[src/rtl/pipelined_select_subtractor.sv]
// ---------------------------------------------------------------------------
// pipelined_select_subtractor
//
// Pipelined WIDTH-bit subtractor: diff = a - b - bin, computed as
// a + ~b + ~bin. One SLICE-bit slice is resolved per stage. Each stage forms
// both carry candidates (carry-in 0 and carry-in 1) for its slice. The carry
// registered by the previous stage then picks one of them. Stage 0 uses
// ~in_bin as its carry-in.
//
// Ports:
//   clk        rising-edge clock
//   rst_n      asynchronous active-low reset
//   in_valid   operand request
//   in_ready   pipeline accepts operands this cycle (combinational)
//   in_a       minuend, WIDTH bits
//   in_b       subtrahend, WIDTH bits
//   in_bin     borrow-in
//   out_valid  result available
//   out_ready  consumer accepts result
//   out_diff   (in_a - in_b - in_bin) mod 2^WIDTH
//   out_borrow 1 when unsigned in_a < in_b + in_bin
//   out_zero   out_diff == 0
//   out_ovf    two's-complement overflow of the signed subtraction
//
// Handshake: a transfer happens on a rising edge where valid && ready are both
// high. valid never waits on ready. Once out_valid is raised, it and every
// result output stay stable until a cycle with out_ready high. The whole
// pipeline advances as one unit (en = !out_valid || out_ready). in_ready is
// en, so operands are accepted exactly when the pipeline shifts. Empty slots
// (bubbles) travel with the pipeline and are never collapsed.
//
// WIDTH must be a multiple of SLICE and at least SLICE. STAGES is derived
// from these two and cannot be overridden.
// ---------------------------------------------------------------------------
module pipelined_select_subtractor #(
    parameter int WIDTH = 16,
    parameter int SLICE = 4
) (
    input  logic             clk,
    input  logic             rst_n,
    input  logic             in_valid,
    output logic             in_ready,
    input  logic [WIDTH-1:0] in_a,
    input  logic [WIDTH-1:0] in_b,
    input  logic             in_bin,
    output logic             out_valid,
    input  logic             out_ready,
    output logic [WIDTH-1:0] out_diff,
    output logic             out_borrow,
    output logic             out_zero,
    output logic             out_ovf
);

    localparam int STAGES = WIDTH / SLICE;

    // Global advance enable
    logic en;

    // Stage registers. Each stage carries the full operands forward. The
    // lower slices of these operands are already consumed, and synthesis
    // trims them. The MSBs must reach the end of the pipeline because the
    // overflow flag needs them.
    logic [STAGES-1:0] v_q;
    logic [STAGES-1:0] c_q;
    logic [WIDTH-1:0]  a_q [STAGES];
    logic [WIDTH-1:0]  b_q [STAGES];
    logic [WIDTH-1:0]  d_q [STAGES];

    // Inputs seen by each stage: the raw ports for stage 0, and the previous
    // stage register for every other stage.
    logic [STAGES-1:0] src_v;
    logic [STAGES-1:0] src_c;
    logic [WIDTH-1:0]  src_a [STAGES];
    logic [WIDTH-1:0]  src_b [STAGES];
    logic [WIDTH-1:0]  src_d [STAGES];

    // Per-stage carry-select arithmetic, SLICE+1 bits wide
    logic [SLICE:0]    sum0 [STAGES];
    logic [SLICE:0]    sum1 [STAGES];
    logic [SLICE:0]    sel  [STAGES];
    logic [WIDTH-1:0]  nxt_d [STAGES];
    logic [STAGES-1:0] nxt_c;

    assign en       = !out_valid || out_ready;
    assign in_ready = en;

    always_comb begin
        src_v    = '0;
        src_c    = '0;
        src_v[0] = in_valid;
        src_c[0] = ~in_bin;
        src_a[0] = in_a;
        src_b[0] = in_b;
        src_d[0] = '0;
        for (int k = 1; k < STAGES; k++) begin
            src_v[k] = v_q[k-1];
            src_c[k] = c_q[k-1];
            src_a[k] = a_q[k-1];
            src_b[k] = b_q[k-1];
            src_d[k] = d_q[k-1];
        end
    end

    always_comb begin
        nxt_c = '0;
        for (int k = 0; k < STAGES; k++) begin
            // Both candidates are computed without waiting for the incoming
            // carry. The carry only drives the final 2:1 select.
            sum0[k]  = {1'b0, src_a[k][k*SLICE +: SLICE]}
                     + {1'b0, ~src_b[k][k*SLICE +: SLICE]};
            sum1[k]  = sum0[k] + {{SLICE{1'b0}}, 1'b1};
            sel[k]   = src_c[k] ? sum1[k] : sum0[k];
            nxt_d[k] = src_d[k];
            nxt_d[k][k*SLICE +: SLICE] = sel[k][SLICE-1:0];
            nxt_c[k] = sel[k][SLICE];
        end
    end

    always_ff @(posedge clk or negedge rst_n) begin
        if (!rst_n) begin
            v_q <= '0;
            c_q <= '0;
            for (int k = 0; k < STAGES; k++) begin
                a_q[k] <= '0;
                b_q[k] <= '0;
                d_q[k] <= '0;
            end
        end else if (en) begin
            v_q <= src_v;
            c_q <= nxt_c;
            for (int k = 0; k < STAGES; k++) begin
                a_q[k] <= src_a[k];
                b_q[k] <= src_b[k];
                d_q[k] <= nxt_d[k];
            end
        end
    end

    // The final stage register drives the result directly. The flags are
    // gated with valid, so an empty final slot reports all-zero flags. This
    // also covers the reset state, where the raw carry and diff would
    // otherwise read as borrow=1 and zero=1.
    assign out_valid  = v_q[STAGES-1];
    assign out_diff   = d_q[STAGES-1];
    assign out_borrow = out_valid & ~c_q[STAGES-1];
    assign out_zero   = out_valid & (d_q[STAGES-1] == '0);
    assign out_ovf    = out_valid
                      & (a_q[STAGES-1][WIDTH-1] != b_q[STAGES-1][WIDTH-1])
                      & (d_q[STAGES-1][WIDTH-1] != a_q[STAGES-1][WIDTH-1]);

endmodule

[config.mk]
export PLATFORM = sky130hd
export DESIGN_NAME = pipelined_select_subtractor
export DESIGN_NICKNAME = d
export VERILOG_FILES = /design/src/rtl/pipelined_select_subtractor.sv
export SDC_FILE = /design/constraint.sdc
export NUM_CORES = 1
export LEC_CHECK = 0
export ABC_AREA = 0
export CAP_MARGIN = 20
export CORE_MARGIN = 1.5
export CORE_UTILIZATION = 45
export DETAILED_ROUTE_END_ITERATION = 8
export PLACE_DENSITY = 0.75
export SYNTH_ARGS = -nofsm -noshare
export SYNTH_HDL_FRONTEND = slang
export SYNTH_SLANG_ARGS = --single-unit
[constraint.sdc]
create_clock -name clk -period 2.2 [get_ports clk]
set_input_delay 0.33 -clock clk [delete_from_list [all_inputs] [get_ports clk]]
set_output_delay 0.33 -clock clk [all_outputs]
set_load 0.03 [all_outputs]
==> results of run 1 <==
final timing paths:
path | startpoint | to | slack, ns | cells past startpoint
max | a_q[28]$_DFFE_PN0P_ | c_q[3]$_DFFE_PN0P_ | 0.09 | 7
min | rst_n | out_diff[11]$_DFFE_PN0P_ | 0.47 | 2
max reg2reg | a_q[28]$_DFFE_PN0P_ | c_q[3]$_DFFE_PN0P_ | 0.09 | 7
min reg2reg | b_q[62]$_DFFE_PN0P_ | b_q[62]$_DFFE_PN0P_ | 0.48 | 2
max in group asynchronous | rst_n | d_q[34]$_DFFE_PN0P_ | 1.04 | 3
min in group clk | b_q[62]$_DFFE_PN0P_ | b_q[62]$_DFFE_PN0P_ | 0.48 | 2
power breakdown:
group | internal, W | switching [W]
sequential | 0.00259 | 0.000481
clock | 0.000447 | 0.000678
combinational | 0.00161 | 0.00211
worst max-delay path: cells and delay by family, from the launching register on:
kind            cells  cell delay [ns]
flops               1             0.41
fa+ha+maj           3             0.88
compound gates      2             0.42
simple gates        2             0.32
through the flow:
stage | area, µm² | cells | hold WS (ns) | worst slack (ns) | utilization (%)
2_1_floorplan | 4680 | 535 | 0.0344 | 0.0770 | -
3_3_place_gp | 5320 | 699 | 0.338 | -0.210 | 52.0
3_5_place_dp | 5320 | 699 | 0.339 | -0.272 | 52.0
4_1_cts | 5540 | 718 | 0.466 | 0.00682 | 54.2
5_1_grt | 5600 | 722 | 0.477 | -0.0305 | 54.7
6_report | 5600 | 722 | 0.473 | 0.0896 | 54.7
cell families (layout without fill, tap and decap cells):
kind of cell | after synthesis | count (layout) | synth area share, %
simple gates | 281 | 281 | 24.5
flops | 98 | 98 | 52.4
mux | 4 | 4 | 0.855
fa+ha+maj | 24 | 24 | 7.06
buf+inv | 60 | 111 | 6.36
compound gates | 60 | 60 | 7.35
xor+xnor | 8 | 8 | 1.50
layout make-up:
cell class	instances	area [µm²]
Inverter	22	82.6
Multi-Input combinational cell	377	1980
Fill cell	954	4630
Timing Repair Buffer	73	724
Clock inverter	7	68.8
Sequential cell	98	2450
Tap cell	136	170
Clock buffer	9	124
registers in the layout, indices dropped and copies added, names as in the netlist:
name,cells
c_q,4
d_q,24
b_q,25
out_diff,16
v_q,4
a_q,25
cells in the mapped netlist (5+ instances only):
library cell	n
sky130_fd_sc_hd__o21ai_0	28
sky130_fd_sc_hd__buf_4	16
sky130_fd_sc_hd__inv_1	22
sky130_fd_sc_hd__xnor2_1	7
sky130_fd_sc_hd__buf_2	10
sky130_fd_sc_hd__o31ai_1	5
sky130_fd_sc_hd__a21oi_1	16
sky130_fd_sc_hd__nor3_1	9
sky130_fd_sc_hd__nor4_1	6
sky130_fd_sc_hd__ha_1	20
sky130_fd_sc_hd__clkbuf_1	11
sky130_fd_sc_hd__nand2_1	233
sky130_fd_sc_hd__dfrtp_1	98
sky130_fd_sc_hd__nand3_1	9
sky130_fd_sc_hd__nor2_1	6
repair_timing:
| action | 4_1_cts | 5_1_grt |
|---|---|---|
| buffers inserted | 2 | 4 |
| hold buffers | 1 | 0 |
| endpoints found under the hold margin | 38 | 0 |
| pin swaps | 6 | 9 |
| gates resized for setup | 8 | 10 |
| setup endpoints to repair | 4 | 6 |
layer usage:
metal	vias up	GRT usage, %	part of all wire [%]
met5	-	0	0
met4	0	6.16	1.4
met3	12	2.87	2.8
met2	53	28.3	47
met1	1645	22.0	49
li1	1798	-	-
==> run summary, run 1 <==
In the layout the commonest cells are sky130_fd_sc_hd__nand2_1, sky130_fd_sc_hd__dfrtp_1, sky130_fd_sc_hd__clkdlybuf4s50_1. The die boundary height is 105 µm. The count of final max-slew check failures came out at 0. The first-pass iteration count of the detailed router is 4. The number of synthesized flops with an enable pin is 0. The growth of design area from synthesis to finish is 19.6%.

The fmax came out at 474 MHz. The via count of the first global-routing pass came out at 3515. After the first detailed-routing iteration, the DRC count stood at between 100 and 150. The maximum cell stage delay along the critical path came out at around 0.52 ns. The fraction of synthesized cell area taken by the top area cell type is between 50% and 60%. The post-detailed-route via-to-cell ratio is ~5. The number of buffer cells added on primary ports is 57. The global-route wire length before repair is 15300 µm. The detail route stage leaves a number of antenna-violating nets equal to 0.

The total number of yosys warnings is 0. The critical path in this run is classified as flip-flop to flip-flop. The critical path required time is 2.48 ns. At the end of the flow, the number of nets in the layout was 642. The total of endpoints with negative setup slack in the final report came out at 0. Measured against its own limit, the worst slew margin works out to 65.1%. The initial cell density of the core is 45.8%. For the pin with the worst max-slew slack, the measured transition is 0.524 ns. The library cell appearing most often on the critical path is sky130_fd_sc_hd__ha_2.

Measured along the x axis, the die boundary spans 105 µm. The completed layout was analyzed and its total power is 0.00792 W. The final hold violation count came out at 0. The total of flip-flops plus latches after synthesis came out at 98. The post-synthesis net count is 596.

The library cell used most frequently in the layout, excluding fill and tap cells, is sky130_fd_sc_hd__nand2_1. The number of antenna violations at the first check in global routing came to 0. The overall routed net length came out at 8500 µm.

The setup TNS is 0 ns. The number of buffers created by CTS came out at 9. In the post-synthesis netlist, the biggest area contributors are sky130_fd_sc_hd__dfrtp_1, sky130_fd_sc_hd__nand2_1, sky130_fd_sc_hd__ha_1, sky130_fd_sc_hd__o21ai_0, sky130_fd_sc_hd__buf_4.

The worst path arrival time came out at 2.39 ns. The routed layout has 3508 vias. The die covers about 11000 µm². The post-route netlist has under 10% of its cells at a drive strength greater than 1. The endpoint class of the critical path is a flip-flop. The area of the core region came out at roughly 10000 µm².

In the final routed layout, each cell accounts on average for 11.8 µm. The slowest library cell on the worst path is sky130_fd_sc_hd__fa_1. The number of violations of the max-capacitance limit is 0. The post-synthesis cell type with the largest combined area is sky130_fd_sc_hd__dfrtp_1. The post-synthesis sequential area ratio is around 52%. The power per cell area came out at between 1000 and 1500 nW/µm². Of all flip-flops after synthesis, the portion carrying an async set or reset was 100%. The cell count after synthesis came out at 535. In this run the worst path has a maximum fanout of 3. After clock tree synthesis, the clock-pin slew on the worst setup and hold paths is ~0.10 ns. The worst path needs 2.11 ns of the cycle, external delays included.

Global routing used 16.9% of the available tracks across all layers. The number of H-tree levels came out at 3. The count of boundary I/O pins came out at 58. The antenna diode instance count is 0. For this run, the leading register cell type out of synthesis is sky130_fd_sc_hd__dfrtp_1. The final weighted congestion of routability-driven global placement came out at 0.826. The worst setup path is launched from a flip-flop.

CTS placed an instance of sky130_fd_sc_hd__clkbuf_8 at the clock tree root. The count of different cell masters after synthesis came out at 36. The worst hold path class is primary input to async pin.

Setup repair after global routing could not meet its margin everywhere. The aggregate global routing overflow came out at 0. The setup skew after layout is 0.0115 ns.

The synthesized area per cell is 8.75 µm². The flow ran to the end, and the final reports show no timing, DRC or antenna violations. The number of DRC violations after detailed routing is 0. The count of standard-cell rows is 37. The total leakage power is 2.77 nW.

The final cycle utilization of the critical path is 95.9%. Across the VDD grid, the largest voltage drop is 0.797 mV. Entering global routing, the biggest net connects ~100 pins. The maximum root-to-sink buffer count is 2.

The count of clock tree sinks is 98. Traced cell by cell, the critical path runs through ha_2 > fa_1 > ha_2 > nand2_1 > or2_4 > o31a_1 > o31ai_2. Once detailed placement completed, the half-perimeter wirelength came to 5760 µm. TritonCTS built the clock tree. In this run the cell area of the synthesized design comes to 4680 µm².

The clock latency reported for the late side of the worst-skew pair is 0.37 ns.
(Power assumes the default switching activity.)
==> inputs of run 2 (changes only) <==
--- a/config.mk
+++ b/config.mk
@@ -10,7 +10,9 @@
 export CORE_MARGIN = 1.5
 export CORE_UTILIZATION = 45
 export DETAILED_ROUTE_END_ITERATION = 8
+export HOLD_SLACK_MARGIN = 0.06
 export PLACE_DENSITY = 0.75
+export RECOVER_POWER = 50
 export SYNTH_ARGS = -nofsm -noshare
 export SYNTH_HDL_FRONTEND = slang
 export SYNTH_SLANG_ARGS = --single-unit
==> run 2 against run 1 <==
Against the previous run:
- sequential power is essentially flat
- power is essentially flat
- via count grew 0.34%
- largest power group unchanged
- hold slack is essentially flat
- die area is the same
- first-iteration DRC count is the same
- cell area shrank 0.31%
- register-to-register slack is essentially flat
- utilization shrank 0.17 points
- sequential share of layout area grew 0.14 points
- wire length shrank 0.20%
- non-clock buffer count is the same
==> run summary, run 2 (synthesis results as in run 1) <==
The layout cell share with drive strength beyond 1 is 7.85%. After floorplanning, the core was divided into 37 placement rows. The run finished with clean final reports. The area of the core region is 10200 µm².

The met3 track demand over resource came out at around 2.9%. On the critical path, the stage with the largest delay is an instance of sky130_fd_sc_hd__fa_1. The average detailed-routed wire length per instance came out at approximately 12 µm.

The total of endpoints with negative setup slack in the final report came out at 0. The first global-routing pass estimated 15300 µm of wire. Across the VDD grid, the largest voltage drop is 0.797 mV.

The post-route total power is 0.00791 W. The post-detailed-route count of antenna-violating nets came out at 0. The maximum cell stage delay along the critical path came out at ~0.52 ns. The number of antenna violations at the first check in global routing is 0. Setup repair after global routing could not meet its margin everywhere.

The setup skew after layout came out at approximately 0.011 ns. The flop-to-flop setup slack is 0.09 ns. The area occupied by multi-input gates came out at between 1500 and 2000 µm². The count of buffering cells on the critical path with inverters included came out at 0. The post-detailed-route via-to-cell ratio is 4.88. The number of buffers created by CTS came out at 9. The max-slew headroom at the worst pin came out at 34.9%. The total leakage power is approximately 2.8 nW. The critical path required time is approximately 2.5 ns.

In this run the worst hold path is classified as flip-flop to flip-flop. The library cell appearing most often on the critical path is sky130_fd_sc_hd__ha_2. The count of routing violations after the opening detailed-route iteration came out at 141. Measured along the y axis, the die boundary spans ~110 µm. The first detailed-routing pass ran for 4 iterations. The largest registers in the layout are a_q x25, b_q x25, d_q x24. Counting the fill cells in the layout gives 957. The top cell types in the final layout, fill and taps aside, are sky130_fd_sc_hd__nand2_1, sky130_fd_sc_hd__dfrtp_1, sky130_fd_sc_hd__clkdlybuf4s50_1. The critical-path maximum fanout is 3.

The number of violations of the max-capacitance limit came out at 0. The worst-case reg-to-reg path depth is 7. Buffers placed on the I/O ports in this run total 57. Summed over all layers, the routed wires come to 8480 µm.

The shortest period the worst path allows came out at 2.11 ns. The final cycle utilization of the critical path is 95.9%. The critical register-to-register path startpoint is a_q[28]$_DFFE_PN0P_. The signal on the critical path passes through ha_2 > fa_1 > ha_2 > nand2_1 > or2_4 > o31a_1 > o31ai_2. The antenna diode instance count is 0.

The final weighted congestion of routability-driven global placement came out at 0.826. The number of DRC violations after detailed routing is 0. Global routing used 28.3% of the available met2 tracks. Broken down by cell family, the worst path's largest delay share belongs to adder cells.

The count of final max-slew check failures was 0. The worst hold path was traced through 2 stages. The later pin in the worst-skew pair is clocked with a latency of approximately 0.37 ns. The maximum root-to-sink buffer count came out at 2.

The growth of design area from synthesis to finish came out at 19.2%. The initial cell density of the core came out at a little under half. The maximum number of pins on one net before global-route repair came out at between 100 and 150. In this run the most critical hold path is launched from v_q[2]$_DFFE_PN0P_.

TritonCTS built the clock tree. The number of standard cells in the final layout excluding fillers is 722. The type of the setup path with the least slack is flip-flop to flip-flop. The final hold violation count is 0. The die boundary width came out at 105 µm.

The transition at the pin with the smallest max-transition slack is between 0.9 and 1 ns. The area of the die came out at 11000 µm². The critical path starts at a_q[28]$_DFFE_PN0P_. The count of clock tree sinks is 98.

The endpoint class of the critical path is a flip-flop. The worst register-to-register path ends at c_q[3]$_DFFE_PN0P_. For this run, the top clock speed supported by timing is approximately 470 MHz. The via count is 3520. Leaving out fill and tap cells, the most frequent cell in the layout is sky130_fd_sc_hd__nand2_1. After clock tree synthesis, the clock-pin slew on the worst setup and hold paths is around 0.1 ns. The via count of the first global-routing pass is 3515. The most critical setup path has its endpoint at c_q[3]$_DFFE_PN0P_. The number of H-tree levels is 3. In this run the count of I/O pins placed on the die edge is 58.

Global routing used 22.0% of the available met1 tracks. In this run the power density over the cells is 1420 nW/µm². The layout net count came out at 642. The critical path runs through a total of 7 cells. After global routing, the most crowded layer is met2. The overall routing resource usage came out at ~17%. The total overflow left after global routing is 0. The number of cells after detailed placement is 699.

The worst setup path is launched from a flip-flop. The sequential cells in the finished layout cover a total of ~2500 µm². After legalization and detailed placement, the total HPWL measured around 5800 µm.

Clock tree synthesis selected as its root buffer the cell sky130_fd_sc_hd__clkbuf_8. At the worst endpoint, the arrival time is 2.39 ns.
run 2: cell types whose count changed in the layout (fill, tap and decap cells not counted), sizes merged:
cell    delta
buf        -3
clkbuf     +3
run 2: cell type report:
cell class                      count  area share, %
Timing Repair Buffer               73           12.7
Inverter                           22           1.48
Sequential cell                    98           43.9
Multi-Input combinational cell    377           35.4
Clock inverter                      7           1.23
Tap cell                          136           3.05
Clock buffer                        9           2.22
run 2: power breakdown:
| group | total, W | switching (W) | internal [W] |
|---|---|---|---|
| registers | 0.00307 | 0.000481 | 0.00259 |
| clock network | 0.00113 | 0.000678 | 0.000447 |
| logic | 0.00372 | 0.00211 | 0.00161 |
run 2: worst min-delay path by stage:
| stage | endpoint |
|---|---|
| 4_1_cts | a_q[62]$_DFFE_PN0P_ |
| 5_1_grt | a_q[60]$_DFFE_PN0P_ |
| 3_3_place_gp | out_diff[9]$_DFFE_PN0P_ |
| 6_report | v_q[2]$_DFFE_PN0P_ |
| 3_5_place_dp | out_diff[8]$_DFFE_PN0P_ |
| 2_1_floorplan | a_q[15]$_DFFE_PN0P_ |
run 2: worst register-to-register path, stage by stage, from the launching register on:
cell	delay [ns]
sky130_fd_sc_hd__dfrtp_1	0.41
sky130_fd_sc_hd__ha_2	0.19
sky130_fd_sc_hd__fa_1	0.52
sky130_fd_sc_hd__ha_2	0.17
sky130_fd_sc_hd__nand2_1	0.07
sky130_fd_sc_hd__or2_4	0.25
sky130_fd_sc_hd__o31a_1	0.25
sky130_fd_sc_hd__o31ai_2	0.17
run 2: metal layers:
| layer | up-vias | part of all wire (%) |
|---|---|---|
| met2 | 65 | 47 |
| met3 | 12 | 3.1 |
| met1 | 1645 | 48 |
| met4 | 0 | 1.4 |
| met5 | - | 0 |
| li1 | 1798 | - |
run 2: stage by stage:
stage / setup slack (ns) / hold WS (ns) / TNS, ns / cell area (µm²) / utilization (%)
after floorplan: 0.0770 / 0.0344 / 0 / 4680 / -
after global placement: -0.210 / 0.338 / -0.436 / 5320 / 52.0
after detailed placement: -0.272 / 0.339 / -0.635 / 5320 / 52.0
after CTS: 0.00682 / 0.466 / 0 / 5540 / 54.2
after global routing: -0.0305 / 0.477 / -0.0345 / 5580 / 54.6
final: 0.0896 / 0.473 / 0 / 5580 / 54.6
run 2: timing repair:
item,CTS,global route
pin swaps,6,9
hold buffers,1,0
buffers inserted,2,4
endpoints found under the hold margin,38,0
gates resized for setup,8,10
setup endpoints to repair,4,6
==> inputs of run 3 (changes only) <==
--- a/config.mk
+++ b/config.mk
@@ -7,7 +7,7 @@
 export LEC_CHECK = 0
 export ABC_AREA = 0
 export CAP_MARGIN = 20
-export CORE_MARGIN = 1.5
+export CORE_MARGIN = 2
 export CORE_UTILIZATION = 45
 export DETAILED_ROUTE_END_ITERATION = 8
 export HOLD_SLACK_MARGIN = 0.06
==> run 3 against run 2 <==
Against the previous run:
- maximum frequency shrank 1.7%
- setup slack lost 0.036 ns
- utilization shrank 0.64 points
- critical path depth is the same
- first-iteration DRC count grew 18%
- combinational power is essentially flat
- flip-flop and latch count is the same
- critical endpoint unchanged
- largest cell class unchanged
==> run summary, run 3 (synthesis results as in run 1) <==
For this run, the slowest stage of the critical path takes 0.51 ns. Once the floorplan was initialized, standard cells occupied 45.8% of the core. The worst register-to-register path begins at a_q[28]$_DFFE_PN0P_. The signal on the critical path passes through ha_2 > fa_1 > ha_1 > nand2_1 > or2_1 > nor4_1 > o31ai_2. Leaving out fill and tap cells, the most frequent cell in the layout is sky130_fd_sc_hd__nand2_1. The clock latency reported for the late side of the worst-skew pair came out at about 0.36 ns. The power per cell area is 1410 nW/µm².

In this run the tightest slew margin relative to its limit is around 46%. In the final layout, the registers with the most flip-flops are a_q x25, b_q x25, d_q x24. The die covers 11200 µm². The run finished with clean final reports. In the global route stage, met1 resource usage came out at 20.9%. In this run the number of H-tree levels came out at 3. The flop-to-flop setup slack is 0.05 ns.

The layout cell share with drive strength beyond 1 is 6.52%. The post-detailed-route via-to-cell ratio is 4.86. For the worst flop-to-flop path, the logic depth is 7. The type of the setup path with the least slack is flip-flop to flip-flop. Entering global routing, the biggest net connects 99 pins. The average detailed-routed wire length per instance came out at 12.1 µm. The pre-CTS worst setup slack came out at -0.381 ns. Relative to the synthesized area, the layout overhead comes to 17.8%. The met3 track demand over resource came out at 2.82%. The setup skew after layout is 0.00982 ns. After floorplanning, the core was sized to cover 10200 µm².

The final worst-path setup slack came out at 0.0531 ns. For the pin with the worst max-slew slack, the measured transition is 0.807 ns. The peak supply drop came out at ~0.63 mV. The number of antenna violations at the first check in global routing came to 0. On the critical path, the stage with the largest delay is an instance of sky130_fd_sc_hd__fa_1. The clock transition at the registers of the reported paths came out at 0.09 ns.

The first global-routing pass estimated around 15000 µm of wire. The number of violations of the max-capacitance limit is 0. Global routing used roughly 29% of the available met2 tracks.

The number of standard cells in the final layout excluding fillers came out at 719. In this run the worst path has a maximum fanout of 3. The detail route stage leaves a number of antenna-violating nets equal to 0. The shortest period the worst path allows is between 2 and 2.5 ns. The via count came out at approximately 3500.

The number of cells after detailed placement came out at 699. The count of standard-cell rows is 37. The count of boundary I/O pins came out at 58. The fmax is 466 MHz. The count of clock tree sinks came out at around 100. The tree is rooted in a sky130_fd_sc_hd__clkbuf_8. In this run the critical register-to-register path is captured at c_q[3]$_DFFE_PN0P_.

The number of buffer cells added on primary ports is 57. Setup repair after global routing could not meet its margin everywhere. After legalization and detailed placement, the total HPWL measured 6020 µm. The maximum root-to-sink buffer count is 2.

The busiest layer in global routing is met2. Clock tree synthesis inserted a total of 9 buffers. The startpoint type of the worst setup path is a flip-flop. The library cells used most frequently in the layout, excluding fill and tap cells, are sky130_fd_sc_hd__nand2_1, sky130_fd_sc_hd__dfrtp_1, sky130_fd_sc_hd__clkdlybuf4s50_1.

The worst hold path terminates at v_q[3]$_DFFE_PN0P_. Along the worst hold path, the cell count comes to 1. STA puts the critical path data required time at about 2.4 ns. The die boundary width came out at 106 µm. The worst path arrival time came out at 2.38 ns.

The final cycle utilization of the critical path is 97.6%. The overall routed net length came out at 8700 µm. The final hold violation count came out at 0.

The via count of the first global-routing pass came out at 3467. The standard cell area after detailed placement came out at 5300 µm². The first detailed-routing pass ran for 5 iterations. The final weighted congestion of routability-driven global placement came out at 0.825.

The aggregate global routing overflow is 0. The total of endpoints with negative setup slack in the final report is 0. The setup TNS is 0 ns.

The path class of the tightest hold or removal check is flip-flop to flip-flop. The repair_antennas step left the layout with diodes totalling 0. The number of DRC violations after detailed routing is 0. For this block, the initial DRC count from the detailed router was 167. The launch point of the worst hold path is v_q[2]$_DFFE_PN0P_.

The count of final max-slew check failures came out at 0. The layout net count came out at 640. The endpoint class of the critical path is a flip-flop. The fraction of the core area covered by cells at the end of the flow came out at 53.9%. The total leakage power came out at 2.74 nW. From bottom edge to top edge, the die measures 106 µm.

The final standard cell area without fillers came out at 5520 µm². TritonCTS built the clock tree. Global routing used 16.6% of the available tracks.
==> run 3: cell types whose count changed in the layout (fill, tap and decap cells not counted), moves of 2 or more <==
cell                       delta
sky130_fd_sc_hd__clkbuf_1     +3
sky130_fd_sc_hd__buf_4        +3
sky130_fd_sc_hd__inv_8        -3
sky130_fd_sc_hd__inv_6        -2
==> run 3: per-stage QoR <==
step	hold slack [ns]	total power, W
2_1_floorplan	0.0344	0.00577
3_3_place_gp	0.294	0.00646
3_5_place_dp	0.307	0.00667
4_1_cts	0.462	0.00776
5_1_grt	0.483	0.00845
6_report	0.468	0.00778
==> run 3: repair_timing <==
action / 4_1_cts / 5_1_grt
pin swaps: 3 / 11
setup buffers: 2 / 2
hold buffers: 1 / 0
gates resized for setup: 2 / 6
hold endpoints to repair: 32 / 0
endpoints found under the setup margin: 1 / 6
==> run 3: metal layers <==
layer / part of all wire (%) / up-vias
li1: - / 1789
met1: 47 / 1640
met2: 49 / 55
met3: 3.0 / 9
met4: 1.4 / 0
met5: 0 / -
==> run 3: where the power goes <==
group          switching (W)  total (W)  internal, W
Combinational        0.00211    0.00369      0.00158
Clock               0.000569    0.00101     0.000438
Sequential          0.000495    0.00308      0.00259
==> run 3: worst max-delay path by stage <==
stage / start / to / slack, ns / cells past startpoint
finish: a_q[28]$_DFFE_PN0P_ / c_q[3]$_DFFE_PN0P_ / 0.05 / 7
global placement: in_b[0] / c_q[0]$_DFFE_PN0P_ / -0.22 / 9
global route: rst_n / a_q[54]$_DFFE_PN0P_ / -0.04 / 3
detailed placement: in_b[0] / c_q[0]$_DFFE_PN0P_ / -0.38 / 9
floorplan: v_q[3]$_DFFE_PN0P_ / out_zero / 0.08 / 3
CTS: out_diff[15]$_DFFE_PN0P_ / out_ovf / 0.008 / 5
==> run 3: final cells by class <==
class	count	area, µm²
fillers	938	4710
repair buffers	71	683
multi-input cells	377	1970
well taps	136	170
clock inverters	2	13.8
inverters	22	82.6
clock buffers	13	149
flip-flops and latches	98	2450
==> run 3: worst max-delay path, delay by kind of cell (launching register included) <==
| kind | cells | cell delay [ns] |
|---|---|---|
| DFF | 1 | 0.39 |
| adders and majority gates | 3 | 0.87 |
| AOI/OAI and AO/OA | 1 | 0.09 |
| and+or+nand+nor | 3 | 0.68 |
==> RTL change: new RTL, config.mk and constraints of run 3 <==
Set the parameter `WIDTH` to 32 (it was 16).
--- a/src/rtl/pipelined_select_subtractor.sv
+++ b/src/rtl/pipelined_select_subtractor.sv
@@ -34,5 +34,5 @@
 // ---------------------------------------------------------------------------
 module pipelined_select_subtractor #(
-    parameter int WIDTH = 16,
+    parameter int WIDTH = 32,
     parameter int SLICE = 4
 ) (
Ports: changed (resized in_a, in_b and out_diff); port bits go from 58 to 106. No check against the original RTL was run, so the function may have changed too.
==> RTL change against run 3 <==
  * The run now ends with capacitance limit, slew limit left
  * Count of clock-buffer cells in the layout rose by 46
  * Largest power group is now registers
  * Routed wire length grew to 3.5 times the old value
  * Core utilization fell by 0.11 points
  * Setup slack got worse by 0.018 ns
  * Combinational power increased to 2.8 times the old value
  * Largest cell class unchanged
  * Total power rose to 3.7 times the old value
  * Sequential cell count is 288 higher
  * Die area rose to 3.4 times the old value
  * Clock skew rose by 0.022 ns
  * Final area rose to 3.5 times the old value
  * Sequential share of layout area up 5.9 points
  * Area after synthesis rose to 3.5 times the old value
  * Non-clock buffer count is 74 higher
==> RTL change: results (changes against run 3) <==
| Metric | Value |
|---|---|
| Outcome | `complete, but fails checks` |
| Failing checks | `capacitance limit, slew limit` |
| Final std cells w/o fill | `2,418 (+240%)` |
| Fillcell total | `3,191 (+240%)` |
| Power Internal | `18.39 mW (+300%)` |
| Ranking of synthesized cells by area | `dfrtp_1 (59%), nand2_1 (24%), ha_1 (3.1%), o21ai_0 (1.8%), buf_4 (1.5%)` |
| Post-synthesis xor/xnor area fraction | `0.9106% (-0.59 points)` |
| Bufs w/o clock | `145 (+100%)` |
| Clock Tree Buf Depth | `3 (+1)` |
| Initial DRC count | `705 (+320%)` |
| VDD IR max | `583.0 uV (-8.1%)` |
| Placed Instance Area | `0.01776 mm^2 (+240%)` |
| Hold crit path type | `primary input to flip-flop` |
| Post-Synth Adder-Cell Area | `4.040% (-3.0 points)` |
| Clk slew on worst S/H paths | `0.06 ns (-0.03 ns)` |
| Grt met1 use | `23.72% (+2.8 points)` |
| Largest registers | `a_q: 113 flops, b_q: 113 flops, d_q: 112 flops` |
| Reg power frac | `41.8% (+2.2 points)` |
| Max Slew Vio Count | `62 (+62)` |
| Max_cap viols | `1 (+1)` |
| Final nets | `2,042 (+220%)` |
| GP Congestion | `0.7706 (-6.6%)` |
| Commonest cells in the synthesized netlist | `nand2_1 (1,032), dfrtp_1 (386), o21ai_0 (59), clkbuf_1 (43), inv_1 (41)` |
| Buffering overhead | `7.727% (-4.7 points)` |
| Placed Cells | `2,332 (+230%)` |
| Met3 Usage GRT | `2.620% (-0.20 points)` |
| Clk root buf | `clkbuf_16` |
| Cts repair resizes | `12 (+10)` |
| Final Instance Area | `0.01919 mm^2 (+250%)` |
| Area of the multi-input gates | `0.006030 mm^2 (+210%)` |
| GRT met2 Usage | `27.57% (-1.2 points)` |
| WL final | `30,700 um (+250%)` |
| Critical path arrival | `2.59 ns (+0.21 ns)` |
| Syn avg cell area | `8.810 um^2 (+0.67%)` |
| Number of vias per cell | `4.843 (-0.31%)` |
| Seq. cell area | `0.009659 mm^2 (+290%)` |
| WL met1 | `14,670 um (+260%)` |
RTL change: worst paths after layout:
kind / startpoint / endpoint / slack [ns] / depth (start not counted)
worst min register to register: a_q[177]$_DFFE_PN0P_ / a_q[145]$_DFFE_PN0P_ / 0.45 / 2
max in group asynchronous: rst_n / d_q[101]$_DFFE_PN0P_ / 0.30 / 3
worst max-delay path: a_q[228]$_DFFE_PN0P_ / c_q[1]$_DFFE_PN0P_ / 0.04 / 7
min in group asynchronous: rst_n / d_q[114]$_DFFE_PN0P_ / 0.76 / 2
worst max register to register: a_q[228]$_DFFE_PN0P_ / c_q[1]$_DFFE_PN0P_ / 0.04 / 7
worst min-delay path: in_b[19] / b_q[243]$_DFFE_PN0P_ / 0.32 / 3
RTL change: critical path: stages, from the launching register on:
cell	delay [ns]
dfrtp_1	0.38
ha_2	0.19
fa_1	0.56
ha_2	0.19
nand2_2	0.06
or2_4	0.26
o31a_1	0.23
o31ai_1	0.19
